## config.mk

```make
export PLATFORM = sky130hd
export DESIGN_NAME = uart_tx_core
export DESIGN_NICKNAME = d
export VERILOG_FILES = /design/src/rtl/uart_tx_core.sv
export SDC_FILE = /design/constraint.sdc
export NUM_CORES = 1
export LEC_CHECK = 0
export ABC_AREA = 1
export ABC_CLOCK_PERIOD_IN_PS = 2200
export CAP_MARGIN = 20
export CORE_MARGIN = 2
export CORE_UTILIZATION = 50
export DETAILED_ROUTE_END_ITERATION = 7
export HOLD_SLACK_MARGIN = 0.02
export PLACE_DENSITY = 0.76
export SLEW_MARGIN = 15
export SYNTH_ARGS = -nofsm -noshare
export SYNTH_HDL_FRONTEND = slang
export SYNTH_SLANG_ARGS = --single-unit
export TNS_END_PERCENT = 1
```

## constraint.sdc

```tcl
create_clock -name clk -period 2.2 [get_ports clk]
set_clock_uncertainty 0.2 [all_clocks]
set_input_delay 0.33 -clock clk [delete_from_list [all_inputs] [get_ports clk]]
set_output_delay 0.33 -clock clk [all_outputs]
set_load 0.01 [all_outputs]
```

## src/rtl/uart_tx_core.sv

```systemverilog
// UART transmitter core: start bit, LSB-first data, optional parity, one or two
// stop bits, with a PRESCALE clock-per-bit rate and back-to-back frame support.
module uart_tx_core #(
  parameter int DATA_WIDTH = 8,
  parameter int PRESCALE   = 1
) (
  input  logic                  clk,
  input  logic                  reset,
  input  logic [DATA_WIDTH-1:0] p_data,
  input  logic                  data_valid,
  input  logic                  par_en,
  input  logic                  par_type,
  input  logic                  stop2,
  output logic                  tx_out,
  output logic                  busy,
  output logic                  frame_done
);

  localparam int BW = $clog2(DATA_WIDTH);
  localparam int PW = (PRESCALE > 1) ? $clog2(PRESCALE) : 1;

  typedef enum logic [2:0] {IDLE, START, DATA, PARITY, STOP} state_t;

  state_t                state, state_n;
  logic [PW-1:0]         pcnt, pcnt_n;
  logic [BW-1:0]         bcnt, bcnt_n;
  logic [DATA_WIDTH-1:0] sh, sh_n;
  logic                  par_bit_q, par_bit_n;
  logic                  par_en_q, par_en_n;
  logic                  stop2_q, stop2_n;
  logic                  tx_n, busy_n, fd_n;
  logic                  bit_end, accept;

  assign bit_end = (pcnt == PW'(PRESCALE - 1));

  // Outputs are computed from the next state and registered, so tx_out changes
  // exactly on bit boundaries and shows the start bit the cycle after acceptance.
  always_comb begin
    state_n   = state;
    pcnt_n    = bit_end ? '0 : pcnt + PW'(1);
    bcnt_n    = bcnt;
    sh_n      = sh;
    par_bit_n = par_bit_q;
    par_en_n  = par_en_q;
    stop2_n   = stop2_q;
    tx_n      = tx_out;
    busy_n    = busy;
    fd_n      = 1'b0;
    accept    = 1'b0;

    unique case (state)
      IDLE: begin
        pcnt_n = '0;
        tx_n   = 1'b1;
        busy_n = 1'b0;
        if (data_valid) accept = 1'b1;
      end
      START: begin
        if (bit_end) begin
          state_n = DATA;
          bcnt_n  = '0;
          tx_n    = sh[0];
        end
      end
      DATA: begin
        if (bit_end) begin
          if (bcnt == BW'(DATA_WIDTH - 1)) begin
            bcnt_n = '0;
            if (par_en_q) begin
              state_n = PARITY;
              tx_n    = par_bit_q;
            end else begin
              state_n = STOP;
              tx_n    = 1'b1;
            end
          end else begin
            bcnt_n = bcnt + BW'(1);
            sh_n   = sh >> 1;
            tx_n   = sh[1];
          end
        end
      end
      PARITY: begin
        if (bit_end) begin
          state_n = STOP;
          bcnt_n  = '0;
          tx_n    = 1'b1;
        end
      end
      STOP: begin
        if (bit_end) begin
          if (stop2_q && bcnt == '0) begin
            bcnt_n = BW'(1);
          end else begin
            fd_n = 1'b1;
            if (data_valid) begin
              accept = 1'b1;
            end else begin
              state_n = IDLE;
              busy_n  = 1'b0;
              tx_n    = 1'b1;
            end
          end
        end
      end
      default: state_n = IDLE;
    endcase

    // Parity is resolved at acceptance so the data register can be shifted out.
    if (accept) begin
      state_n   = START;
      sh_n      = p_data;
      par_bit_n = (^p_data) ^ par_type;
      par_en_n  = par_en;
      stop2_n   = stop2;
      bcnt_n    = '0;
      pcnt_n    = '0;
      tx_n      = 1'b0;
      busy_n    = 1'b1;
    end
  end

  always_ff @(posedge clk or posedge reset) begin
    if (reset) begin
      state      <= IDLE;
      pcnt       <= '0;
      bcnt       <= '0;
      sh         <= '0;
      par_bit_q  <= 1'b0;
      par_en_q   <= 1'b0;
      stop2_q    <= 1'b0;
      tx_out     <= 1'b1;
      busy       <= 1'b0;
      frame_done <= 1'b0;
    end else begin
      state      <= state_n;
      pcnt       <= pcnt_n;
      bcnt       <= bcnt_n;
      sh         <= sh_n;
      par_bit_q  <= par_bit_n;
      par_en_q   <= par_en_n;
      stop2_q    <= stop2_n;
      tx_out     <= tx_n;
      busy       <= busy_n;
      frame_done <= fd_n;
    end
  end

endmodule

```

==> metrics.md <==
| Metric | Value |
|---|---|
| Yosys cell types | 22 |
| Total wire length after detailed routing | 2.29 mm |
| Share of synthesized cell area in full adder, half adder and majority cells | 0.0320 |
| Synth Area in Simple Gates | 0.288 |
| Global-route congestion overflow total | 0 |
| Antenna violations before repair | 0 |
| Total of flip-flops plus latches after synthesis | 20 |
| Maximum number of pins on one net before global-route repair | 21 |
| Clock H-tree levels | 1 |
| Net count of the mapped netlist | 173 |
| Hold buffer count at cts | 0 |
| Fraction of post-synthesis cell area in the top cell type by area | 0.405 |
| Slew Limit Headroom | 0.723 |
| Routability cong. | 0.971 |
| Cells traversed along the worst timing path | inv_1, ha_1, nand2_1, nor2_1, nand2_1, nand2_2, nand2_1, o221ai_1 |
| Number of synthesized flops with an enable pin | 0 |
| Syn Inst Count | 156 |
| Period utilisation layout | 0.881 |
| Ports | 17 |
| Clock net sink count | 20 |
| Antenna viol nets, final | 0 |
| Final nets | 192 |
| Cell accounting for the most synthesized area | dfrtp_1 |
| Most used cell, CP | nand2_1 |
| Sequential-to-total area share from yosys stat | 0.428 |
| Combinational family with the most area after synthesis | simple AND/OR/NAND/NOR gates |
| Area of the mapped netlist | 0.00117 sq mm |
| Setup Crit Path Kind | flop to flop |
| Number of cell rows | 17 |
| Pre-Repair DR Iteration Count | 4 |
| Fmax | 516 MHz |
| Layout overhead on the synthesized area | 17.5% |
| Result of the run | complete, no violations |
| Number of cells on the critical path | 8 |
| # port buffers | 16 |
| Max Cap Viol | 0 |
| Endpoint arrival time on the critical path | 1950 ps |
| Period minus WS final | 1940 ps |
| Nature of the critical path startpoint | flop |
| Clock tree from TritonCTS | done |
| Hold Vio Cnt, Final | 0 |
| Leak Pwr | 0.722 nW |
| Top fanout value on the critical path | 12 |
| Number of DRC violations after detailed-routing iteration 0 | 11 |
| Worst Path Buf+Inv | 1 |
| Most frequent cells after synthesis | nand2_1 (46), inv_1 (28), dfrtp_1 (19), nor2_1 (17), nand3_1 (11) |
| Share of synthesized area spent on multiplexers | 0 |
| Post-placement worst setup slack | 266 ps |
| Post-synthesis compound-gate area fraction | 0.120 |
| Die Wd | 52.5 um |
| Post-Route Utilization | 0.623 |
| Class of the most critical hold timing path | input port to asynchronous set/reset pin |
| Max Transition Viols Final | 0 |
| Top cells by area in the synthesized netlist | dfrtp_1 (41%), nand2_1 (15%), inv_1 (9.0%), nor2_1 (5.4%), nand3_1 (4.7%) |
| Clock edge transition at the registers on the reported setup and hold paths | 110 ps |
| Maximum resistive drop on vdd | 688 uV |
| Average instance area after synthesis | 7.52 sq um |
| Pwr/cell area | 1240 mW/mm^2 |
| Unrepaired setup endpoints after global routing | no |
| Drc violations | 0 |
| Final HPWL DP | 1.82 mm |
| Peak per-stage delay on the critical path | 420 ps |
| Most instantiated flip-flop cell in the synthesis netlist | dfrtp_1 |
| Worst-margin pin slew | 414 ps |
| Number of gates resized after cts | 0 |
| Maximum clock insertion buffer count | 2 |
| Required arrival time at the worst endpoint | 2210 ps |
| Area share of xor/xnor cells in the synthesized design | 0.00746 |
| Synth Warn # | 0 |
| Post-DR vias/cell | 5.00 |
| Setup Viol. Count Final | 0 |
| Number of cells on the worst reg-to-reg path | 8 |
| Core area | 0.00221 sq mm |
| Ys async rst share | 1.00 |
| Crit-path slowest cell | dfrtp_1 |
| Antenna diodes | 0 |
| Number of global-route vias before repair | 1036 |
| Setup total negative slack | 0 ps |
| Final routed wire length divided by cell count | 11.3 um |
| Kind of cell with the highest combined delay on the critical path | simple AND/OR/NAND/NOR gates |
| Capturing element type of the critical path | flop |
| Starting utilization of the core area | 0.531 |
| Setup Buffers After CTS | 0 |
| Setup slack of the critical path after layout | 262 ps |
| Clock network latency to the later pin of the worst-skew pair | 290 ps |
| Die height | 52.5 um |
| Fraction of final layout cells with drive strength greater than 1 | 0.0805 |
| Root buf cell | clkbuf_4 |
| Global-route wire length before repair | 4.15 mm |
| TritonCTS buffer count | 3 |
| Most common cell in the synthesized netlist | nand2_1 |
| R2r setup slk | 260 ps |
| Total Routing Usage GR | 0.203 |
| Total vias in the final route | 1011 |
| Die Outline Area | 0.00275 sq mm |
==> worst min-delay path: cells and delay by family <==
kind,cells,cell delay (ps)
buffers and inverters,3,710
==> stage by stage <==
step	area, sq um	hold slack, ps	cells	power (mW)
floorplan	1170	93.1	156	1.32
global placement	1340	261	198	1.47
detailed placement	1340	272	198	1.51
CTS	1380	157	202	1.72
global route	1380	175	202	1.88
finish	1380	150	202	1.71
==> power by group <==
| part | switching (mW) | total, mW | internal [mW] | leakage [nW] |
|---|---|---|---|---|
| registers | 0.0964 | 0.645 | 0.548 | 0.249 |
| clock network | 0.113 | 0.214 | 0.101 | 0.0210 |
| logic | 0.527 | 0.854 | 0.327 | 0.451 |
| total | 0.737 | 1.71 | 0.976 | 0.722 |
==> flip-flops by register name (all words and copies together) (netlist names) <==
name / cells
frame_done: 1
state: 3
stop2_q: 1
bcnt: 3
par_en_q: 1
sh: 8
busy: 1
tx_out: 1
par_bit_q: 1
==> cell type report <==
class | count | area [sq um]
flip-flops and latches | 20 | 502
repair buffers | 17 | 168
fillers | 209 | 833
multi-input cells | 103 | 526
inverters | 30 | 113
clock buffers | 4 | 36.3
well taps | 28 | 35.0
==> final timing paths <==
| kind | start | end |
|---|---|---|
| max in group asynchronous | reset | tx_out |
| min in group clk | tx_out | tx_out |
| worst min-delay path | reset | sh[7] |
| worst max register to register | bcnt[0] | sh[4] |
| worst min register to register | tx_out | tx_out |
| worst max-delay path | bcnt[0] | sh[4] |
==> metal layers <==
layer,up-vias,track usage,wire length [um]
li1,525,-,-
met1,455,0.237,1020
met2,27,0.360,1140
met3,4,0.0400,94
met4,0,0.0812,34
met5,-,0,0
==> cell usage in the layout (no fill, tap or decap), drive strengths merged <==
| master | n |
|---|---|
| a21oi | 3 |
| buf | 1 |
| clkbuf | 4 |
| clkdlybuf4s50 | 16 |
| dfrtp | 19 |
| dfstp | 1 |
| ha | 3 |
| inv | 30 |
| nand2 | 48 |
| nand3 | 11 |
| nand4 | 1 |
| nor2 | 19 |
| nor3 | 1 |
| o211ai | 1 |
| o21a | 1 |
| o21ai | 6 |
| o221ai | 7 |
| o31ai | 1 |
| xor2 | 1 |
==> cell families (layout without fill, tap and decap cells) <==
family / after synthesis / in the layout
simple gates: 80 / 80
buf+inv: 33 / 51
flops: 20 / 20
compound gates: 19 / 19
fa+ha+maj: 3 / 3
xor+xnor: 1 / 1
No activity file was read; power rests on OpenSTA's default activity.
